$ cat src/rtl/floppy_pkg.sv
// Shared definitions for the Amiga floppy drive-ID reader: FSM state
// encoding, well-known drive ID values and default tick counts.
package floppy_pkg;

    typedef enum logic [2:0] {
        ST_IDLE       = 3'd0,
        ST_MON_SETUP  = 3'd1,
        ST_MON_SEL    = 3'd2,
        ST_MOFF_SETUP = 3'd3,
        ST_MOFF_SEL   = 3'd4,
        ST_BIT_HIGH   = 3'd5,
        ST_BIT_LOW    = 3'd6,
        ST_DONE       = 3'd7
    } floppy_state_e;

    localparam logic [31:0] FLOPPY_ID_HD   = 32'hAAAA_AAAA;
    localparam logic [31:0] FLOPPY_ID_DD   = 32'hFFFF_FFFF;
    localparam logic [31:0] FLOPPY_ID_NONE = 32'h0000_0000;

    localparam int FLOPPY_DEF_SETUP_TICKS    = 8;
    localparam int FLOPPY_DEF_SEL_LOW_TICKS  = 8;
    localparam int FLOPPY_DEF_SEL_HIGH_TICKS = 8;

    // Terminal value of the 8-bit tick counter for a phase of n ticks.
    // A phase length of 0 behaves like 1.
    function automatic logic [7:0] tick_last(input int n);
        logic [7:0] last;
        if (n <= 1) begin
            last = 8'd0;
        end else begin
            last = 8'(n - 1);
        end
        return last;
    endfunction

    // Active-low select pattern with only the addressed drive pulled low.
    function automatic logic [3:0] sel_mask(input logic [1:0] drv);
        logic [3:0] onehot;
        onehot = 4'b0001 << drv;
        return ~onehot;
    endfunction

endpackage

$ cat src/rtl/floppy_rdy_sync.sv
// Two-flop synchronizer for the drive _rdy line. Resets to 1 (line idle).
module floppy_rdy_sync (
    input  logic clk,
    input  logic rst_n,
    input  logic async_i,
    output logic sync_o
);

    logic meta_q;
    logic sync_q;

    // Shift the asynchronous line through two flops.
    always_ff @(posedge clk or negedge rst_n) begin
        if (!rst_n) begin
            meta_q <= 1'b1;
            sync_q <= 1'b1;
        end else begin
            meta_q <= async_i;
            sync_q <= meta_q;
        end
    end

    assign sync_o = sync_q;

endmodule

$ cat src/rtl/floppy_drive_id_reader.sv
// Amiga floppy drive-ID reader. Toggles the motor latch of the selected
// drive on then off, then clocks 32 _sel pulses and assembles the ID MSB
// first from the inverted _rdy line.
// Build option: define FLOPPY_ID_RDY_SYNC_EN to pass _rdy through a
// two-flop synchronizer before it is sampled.
module floppy_drive_id_reader
    import floppy_pkg::*;
#(
    parameter int SETUP_TICKS    = FLOPPY_DEF_SETUP_TICKS,
    parameter int SEL_LOW_TICKS  = FLOPPY_DEF_SEL_LOW_TICKS,
    parameter int SEL_HIGH_TICKS = FLOPPY_DEF_SEL_HIGH_TICKS
) (
    input  logic        clk,
    input  logic        _reset,
    input  logic        clk7_en,
    input  logic        start,
    input  logic        abort,
    input  logic [1:0]  drive,
    input  logic        _rdy,
    output logic        _motor,
    output logic [3:0]  _sel,
    output logic        busy,
    output logic        done,
    output logic [31:0] id
);

    localparam logic [7:0] SETUP_LAST    = tick_last(SETUP_TICKS);
    localparam logic [7:0] SEL_LOW_LAST  = tick_last(SEL_LOW_TICKS);
    localparam logic [7:0] SEL_HIGH_LAST = tick_last(SEL_HIGH_TICKS);

    floppy_state_e state_q, state_d;
    logic [7:0]    cnt_q, cnt_d;
    logic [4:0]    bitcnt_q, bitcnt_d;
    logic [1:0]    drv_q, drv_d;
    logic [31:0]   shift_q, shift_d;
    logic [3:0]    sel_q, sel_d;
    logic          motor_q, motor_d;
    logic          busy_q, busy_d;
    logic          done_q, done_d;
    logic [31:0]   id_q, id_d;

    logic [7:0]    phase_last;
    logic          phase_expired;
    logic          rdy_s;

`ifdef FLOPPY_ID_RDY_SYNC_EN
    floppy_rdy_sync u_rdy_sync (
        .clk     (clk),
        .rst_n   (_reset),
        .async_i (_rdy),
        .sync_o  (rdy_s)
    );
`else
    // Line is already synchronous to clk (emulated drive).
    assign rdy_s = _rdy;
`endif

    // Select the terminal tick count for the current timed phase.
    always_comb begin
        phase_last = 8'd0;
        case (state_q)
            ST_MON_SETUP, ST_MOFF_SETUP:         phase_last = SETUP_LAST;
            ST_MON_SEL, ST_MOFF_SEL, ST_BIT_LOW: phase_last = SEL_LOW_LAST;
            ST_BIT_HIGH:                         phase_last = SEL_HIGH_LAST;
            default:                             phase_last = 8'd0;
        endcase
        phase_expired = (cnt_q == phase_last);
    end

    // Next-state and registered-output logic; everything advances on clk7_en.
    always_comb begin
        state_d  = state_q;
        cnt_d    = cnt_q;
        bitcnt_d = bitcnt_q;
        drv_d    = drv_q;
        shift_d  = shift_q;
        sel_d    = sel_q;
        motor_d  = motor_q;
        busy_d   = busy_q;
        done_d   = 1'b0;
        id_d     = id_q;

        if (clk7_en) begin
            if (abort && (state_q != ST_IDLE)) begin
                // Abandon the read; the last completed ID is kept.
                state_d = ST_IDLE;
                cnt_d   = 8'd0;
                sel_d   = 4'hF;
                motor_d = 1'b1;
                busy_d  = 1'b0;
            end else begin
                // Timed phases count up and restart from zero on every exit.
                if ((state_q != ST_IDLE) && (state_q != ST_DONE)) begin
                    cnt_d = phase_expired ? 8'd0 : cnt_q + 8'd1;
                end

                case (state_q)
                    ST_IDLE: begin
                        if (start && !abort) begin
                            drv_d   = drive;
                            busy_d  = 1'b1;
                            motor_d = 1'b0;
                            cnt_d   = 8'd0;
                            shift_d = 32'd0;
                            state_d = ST_MON_SETUP;
                        end
                    end
                    ST_MON_SETUP: begin
                        if (phase_expired) begin
                            sel_d   = sel_mask(drv_q);
                            state_d = ST_MON_SEL;
                        end
                    end
                    ST_MON_SEL: begin
                        if (phase_expired) begin
                            sel_d   = 4'hF;
                            motor_d = 1'b1;
                            state_d = ST_MOFF_SETUP;
                        end
                    end
                    ST_MOFF_SETUP: begin
                        if (phase_expired) begin
                            sel_d   = sel_mask(drv_q);
                            state_d = ST_MOFF_SEL;
                        end
                    end
                    ST_MOFF_SEL: begin
                        if (phase_expired) begin
                            sel_d    = 4'hF;
                            bitcnt_d = 5'd0;
                            state_d  = ST_BIT_HIGH;
                        end
                    end
                    ST_BIT_HIGH: begin
                        if (phase_expired) begin
                            sel_d   = sel_mask(drv_q);
                            state_d = ST_BIT_LOW;
                        end
                    end
                    ST_BIT_LOW: begin
                        if (phase_expired) begin
                            // _rdy low while selected means an ID bit of 1.
                            shift_d = {shift_q[30:0], ~rdy_s};
                            sel_d   = 4'hF;
                            if (bitcnt_q == 5'd31) begin
                                state_d = ST_DONE;
                            end else begin
                                bitcnt_d = bitcnt_q + 5'd1;
                                state_d  = ST_BIT_HIGH;
                            end
                        end
                    end
                    ST_DONE: begin
                        id_d    = shift_q;
                        done_d  = 1'b1;
                        busy_d  = 1'b0;
                        state_d = ST_IDLE;
                    end
                    default: begin
                        state_d = ST_IDLE;
                    end
                endcase
            end
        end
    end

    // State and output registers with asynchronous return to idle.
    always_ff @(posedge clk or negedge _reset) begin
        if (!_reset) begin
            state_q  <= ST_IDLE;
            cnt_q    <= 8'd0;
            bitcnt_q <= 5'd0;
            drv_q    <= 2'd0;
            shift_q  <= 32'd0;
            sel_q    <= 4'hF;
            motor_q  <= 1'b1;
            busy_q   <= 1'b0;
            done_q   <= 1'b0;
            id_q     <= 32'd0;
        end else begin
            state_q  <= state_d;
            cnt_q    <= cnt_d;
            bitcnt_q <= bitcnt_d;
            drv_q    <= drv_d;
            shift_q  <= shift_d;
            sel_q    <= sel_d;
            motor_q  <= motor_d;
            busy_q   <= busy_d;
            done_q   <= done_d;
            id_q     <= id_d;
        end
    end

    assign _motor = motor_q;
    assign _sel   = sel_q;
    assign busy   = busy_q;
    assign done   = done_q;
    assign id     = id_q;

endmodule

$ cat config.mk
export PLATFORM = sky130hd
export DESIGN_NAME = floppy_drive_id_reader
export DESIGN_NICKNAME = d
export VERILOG_FILES = /design/src/rtl/floppy_pkg.sv /design/src/rtl/floppy_rdy_sync.sv /design/src/rtl/floppy_drive_id_reader.sv
export SDC_FILE = /design/constraint.sdc
export NUM_CORES = 1
export LEC_CHECK = 0
export CORE_MARGIN = 1.5
export CORE_UTILIZATION = 50
export DETAILED_ROUTE_END_ITERATION = 8
export PLACE_DENSITY_LB_ADDON = 0.2
export REMOVE_ABC_BUFFERS = 1
export SETUP_SLACK_MARGIN = 0.5
export SLEW_MARGIN = 20
export SYNTH_ARGS = -nofsm -noshare
export SYNTH_HDL_FRONTEND = slang
export SYNTH_SLANG_ARGS = --single-unit
$ cat constraint.sdc
create_clock -name clk -period 1.8 [get_ports clk]
set_input_delay 0.54 -clock clk [delete_from_list [all_inputs] [get_ports clk]]
set_output_delay 0.54 -clock clk [all_outputs]
set_load 0.01 [all_outputs]
==> Word level (Yosys, flattened, before mapping) <==
Index checks and enable logic that the tools add are counted.
W data, S select, Z words.
{ "totals": {"reg_bits": 89, "output_inout_bits": 39} }
{ "op_classes": {"bitwise_logic": 3, "mux": 37, "n_eq_ne": 23, "shifts": 1, "reduce_logical": 22, "n_addsub": 2} }
{ "ops": {"columns": ["cell", "n"], "rows": [
  ["$mux W32", 2],
  ["$pmux W32 S2", 1],
  ["$mux W8", 5],
  ["$mux W3", 9],
  ["$ne A3 B3 Y1 const B", 8],
  ["$pmux W3 S8", 1],
  ["$mux W5", 3],
  ["$eq A3 B3 Y1 const B", 4],
  ["$mux W4", 3],
  ["$reduce_and A4 Y1", 3],
  ["$reduce_bool A3 Y1", 4],
  ["$pmux W5 S2", 1],
  ["$add A8 B1 Y8 const B", 1],
  ["$eq A8 B8 Y1", 1],
  ["$mux W1", 8],
  ["$ne A2 B2 Y1 const B", 4],
  ["$pmux W4 S2", 1],
  ["$reduce_and A8 Y1", 1],
  ["$eq A3 B2 Y1 const B", 2],
  ["$ne A3 B1 Y1 const B", 2],
  ["$reduce_and A3 Y1", 2],
  ["$reduce_and A6 Y1", 1],
  ["$reduce_or A3 Y1", 2],
  ["$reduce_or A6 Y1", 1],
  ["other kinds (13)", 18]
]} }

==> Longest topological paths before layout <==
{ "logic_depth": {"word_depth": 9, "mapped_depth": 8, "depth_no_buf": 8} }

==> Worst setup path before layout <==
No wires, ideal clock.
{ "synth_path": {"path_type": "in2reg", "from": "in abort", "to": "reg id_q[10] (netlist: id[10])", "n_path_buf": 2, "setup_slack_ns": -0.159, "required_ns": 1.675, "arrival_ns": 1.835, "setup_ns": 0.125, "stages": 6, "path_cell_list": "clkbuf_1 > nor2b_1 > nand2_1 > nor2_1 > buf_2 > mux2_2"} }
{ "synth_via": {"elab_chain_len": 3} }
{ "synth_lines": {"columns": ["item", "line_no", "text"], "rows": [
  ["start: declaration", "floppy_drive_id_reader.sv:17", "input logic abort,"],
  ["$logic_and A1 B1 Y1", "floppy_drive_id_reader.sv:84", "if (abort && (state_q != ST_IDLE)) begin"],
  ["$not A1 Y1 (no line)", null, null],
  ["$reduce_and A3 Y1 (no line)", null, null],
  ["end signal: assignment", "floppy_drive_id_reader.sv:190", "id_q <= id_d;"],
  ["end: declaration", "floppy_drive_id_reader.sv:40", "logic [31:0] id_q, id_d;"]
]} }
No other way between the ends.
A chain may end at the register's enable or synchronous reset.

==> Worst setup path after layout <==
{ "layout_path": {"from": "reg state_q[2]", "to": "reg bitcnt_q[4]"} }
{ "layout_via": {"elab_chain_len": 6, "elab_cells_between_ends": 18, "cone_classes": "10 x eq/ne; 2 x mux; 1 x bitwise; 5 x reduce/logical"} }
{ "layout_lines": {"columns": ["item", "line_no", "text"], "rows": [
  ["start: declaration", "floppy_drive_id_reader.sv:31", "floppy_state_e state_q, state_d;"],
  ["start signal: assignment", "floppy_drive_id_reader.sv:181", "state_q <= state_d;"],
  ["$eq A3 B3 Y1, or another cell as far along", "floppy_drive_id_reader.sv:61, floppy_drive_id_reader.sv:97", null],
  ["$reduce_or A6 Y1 (no line)", null, null],
  ["$mux W3", "floppy_drive_id_reader.sv:61", "case (state_q)"],
  ["$eq A8 B8 Y1", "floppy_drive_id_reader.sv:67", "phase_expired = (cnt_q == phase_last);"],
  ["$ne A2 B2 Y1 (no line)", null, null],
  ["$reduce_and A6 Y1 (no line)", null, null],
  ["end signal: assignment", "floppy_drive_id_reader.sv:183", "bitcnt_q <= bitcnt_d;"],
  ["end: declaration", "floppy_drive_id_reader.sv:33", "logic [4:0] bitcnt_q, bitcnt_d;"]
]} }
Parallel ways exist; a longest one is shown, timed or not.

==> summary.txt <==
Clock tree
  • Clk pin slew, worst setup/hold paths: 0.11 ns
  • Clock Root Buffer: clkbuf_8
  • Bufs on Longest Clock Path: 2
  • CTS tree: built
  • Number of clock sinks: 89
  • Clock latency on the worst-skew pair: 0.38 ns
  • Num CTS Buffers: 9
  • CTS H-tree lvls: 3
  • Hold-fix buffer count after cts: 0

Routing
  • Via Count: 3567
  • Drt wl/cell: 22.7 um
  • Initial DRT Pass Iterations: 5
  • DR WL met2: 6380 um
  • Top Metal Used: met4
  • Post-Route WL: 13000 um
  • Drt first-iter violations: 281
  • Routed vias/inst: 6.21
  • Drt drc: 0
  • Post-route ant nets: 0
  • Detailed-routing wirelength on met1: 5200 um
  • DR WL met3: 907 um

Floorplanning
  • Io pins: 47
  • DIE HEIGHT: 92.1 um
  • Row count: 32
  • Core area: 0.00769 mm^2
  • Die area: 0.00848 mm^2
  • Initial core utilization: 0.516
  • Die width: 92.1 um

Status
  • Violated checks: negative setup slack
  • Status: complete, but fails checks

GRT
  • Total GRT Usage: 0.233
  • Vias in the first global route: 3101
  • First-pass GRT wire length: 15500 um
  • Initial antenna violation count: 0
  • Remaining Overflow, GRT: 0
  • Largest net degree at the start of global routing: 35

Setup path
  • Critical Path RT: 2.05 ns
  • Worst Path Max Fanout: 6
  • Critical path class: flip-flop to flip-flop
  • CP Capture Type: flip-flop
  • Type of origin of the critical path: flip-flop
  • Worst EP arrival: 2.34 ns

Flow run
  • Max-Cap Viols: 0

Placed design
  • GPL Wtd Cong: 0.904
  • Pre-CTS WS: -0.726 ns
  • IO Port Bufs: 46
  • Area after DPL: 0.00494 mm^2
  • DP Wirelength: 5710 um

Yosys
  • Yosys reg bits: 89
  • Post-synth cell types: 49
  • Post-synthesis sequential area ratio: 0.563
  • Yosys warns: 0
  • Area leader, netlist: dfrtp_1
  • Syn Area/Cell: 12.5 um^2
  • Yosys top cell area share: 0.530
  • Synthesized instance count: 317
  • Post-synth ARST share: 1.00
  • Post-synth EDFFs: 0
  • Synth area leaders: dfrtp_1 53%, mux2_2 10%, a32o_1 8.1%
  • Predominant post-synthesis flop cell: dfrtp_1
  • Mapped Area: 0.00397 mm^2

STA
  • Final setup violation count: 52
  • Setup TNS: -9.17 ns
  • Final Hold Fails: 0
  • Smallest hold slack: 0.111 ns
  • Worst Slack Setup Final: -0.294 ns
  • Crit path time final: 2.09 ns
  • Fin. max-slew vios: 0
  • Max-slew headroom: 0.682
  • Final Skew: 0.0197 ns
  • Worst-Margin Slew: 0.477 ns
  • Period utilization: 1.16
  • Max frequency: 0.478 GHz
  • RSZ-0062 raised after global routing: yes

Power and ir drop
  • Register share of total power: 0.383
  • Psw: 2370 uW
  • Clock power frac: 0.209
  • Peak supply drop: 0.490 mV
  • Leakage power: 0.00290 uW
  • Total power per unit cell area: 1020 mW/mm^2
  • Pwr Total: 6320 uW
  • Switching share of power: 0.374
  • Gate power share: 0.408
  • Internal power: 3950 uW

Final layout
  • Design area: 0.00617 mm^2
  • Number of fill cells in the layout: 409
  • Nets: 478
  • Layout cells sized above 1: 0.597
  • Area Growth Syn to Fin: 55.5%
  • # diodes: 0

Hold path
  • Hold WC Path Type: input pin to async pin
[metal layers]
metal	global-route usage	up-vias
met5	0	-
met4	0.0885	0
met3	0.0547	51
met2	0.371	200
met1	0.310	1811
li1	-	1505
[Yosys cell counts (2+ instances only)]
cell type / n
dfrtp_1: 84
mux2_2: 36
a32o_1: 32
nand2_1: 26
nor2_1: 14
a21oi_1: 13
inv_1: 8
a31oi_1: 7
buf_2: 7
buf_6: 7
clkbuf_1: 6
nor3_1: 6
o21ai_0: 6
dfstp_2: 5
nand3_1: 5
nor3_2: 4
o41ai_1: 4
a41oi_1: 3
ha_1: 3
o31ai_1: 3
a211oi_1: 2
a22o_1: 2
and2_1: 2
and3_1: 2
nand2b_1: 2
nor2b_1: 2
nor3_4: 2
o211ai_1: 2
or3_1: 2
[critical path: stages (launching register included)]
cell	delay (ns)
dfrtp_2	0.45
buf_12	0.15
and3_4	0.17
nor3_4	0.30
a221oi_4	0.10
buf_4	0.17
nor3_4	0.26
mux2_2	0.38
[layout by cell type (no fill, tap or decap), types with 3 or more instances in the layout]
cell type         n
a21oi_1           6
a21oi_2           6
a31oi_1           7
a32o_1           32
a41oi_2           3
buf_12           10
buf_2            32
buf_4            71
buf_6            32
clkbuf_16         7
clkbuf_8          9
clkdlybuf4s50_1   3
clkinvlp_4        3
dfrtp_1          81
dfrtp_2           3
dfstp_2           5
inv_1             8
mux2_4           34
nand2_1          15
nand2_2           8
nand2_4           3
nand3_1           4
nor2_1            9
nor2_4            3
nor3_1            3
nor3_4            9
o21ai_2           3
o41ai_2           3
or3_4             3
[repair_timing]
action                                  CTS  global route
endpoints found under the setup margin  128           128
gates resized for setup                 173           140
pin swaps                                 8            55
buffers inserted                          9            35
cloned                                    1            10
endpoints found under the hold margin     0             0
[per-stage QoR]
stage | cells | util
floorplan | 295 | -
global placement | 503 | 0.642
detailed placement | 503 | 0.642
CTS | 529 | 0.672
global route | 574 | 0.802
finish | 574 | 0.802
[cells by family after synthesis]
group | count (synthesis) | synth area share
simple gates | 75 | 0.104
xor+xnor | 1 | 0.00221
flops | 89 | 0.563
buf+inv | 30 | 0.0451
fa+ha+maj | 3 | 0.00946
compound gates | 82 | 0.171
mux | 37 | 0.105
[area by class of cell]
type	count	area, um^2	share of cell area
Multi-Input combinational cell	199	2080	0.338
Clock inverter	6	51.3	0.00832
Clock buffer	10	128	0.0207
Timing Repair Buffer	160	1510	0.245
Inverter	8	30.0	0.00487
Tap cell	102	128	0.0207
Sequential cell	89	2240	0.363
[final timing paths]
| kind | from | endpoint | slack, ns | cells past startpoint |
|---|---|---|---|---|
| worst max-delay path | state_q[2] | bitcnt_q[4] | -0.29 | 7 |
| worst min-delay path | _reset | drv_q[1] | 0.11 | 1 |
| worst max register to register | state_q[2] | bitcnt_q[4] | -0.29 | 7 |
| worst min register to register | id[18] | id[18] | 0.51 | 1 |
| max in group asynchronous | _reset | id[15] | 1.14 | 2 |
| min in group clk | id[18] | id[18] | 0.51 | 1 |
[sequential cells by signal, summed over array words and instances, names as in the netlist]
register  count
shift_q      32
drv_q         2
id           32
bitcnt_q      5
busy          1
done          1
state_q       3
_motor        1
_sel          4
cnt_q         8
[power groups by stage]
stage               logic [uW]  registers (uW)  clock network (uW)
CTS                       1730            2340                1300
detailed placement        1550            2370                   0
finish                    2580            2420                1320
global route              2720            2440                1430
global placement          1510            2370                   0
floorplan                  708            2410                   0
Note: power is estimated with default switching activity, not from simulation.
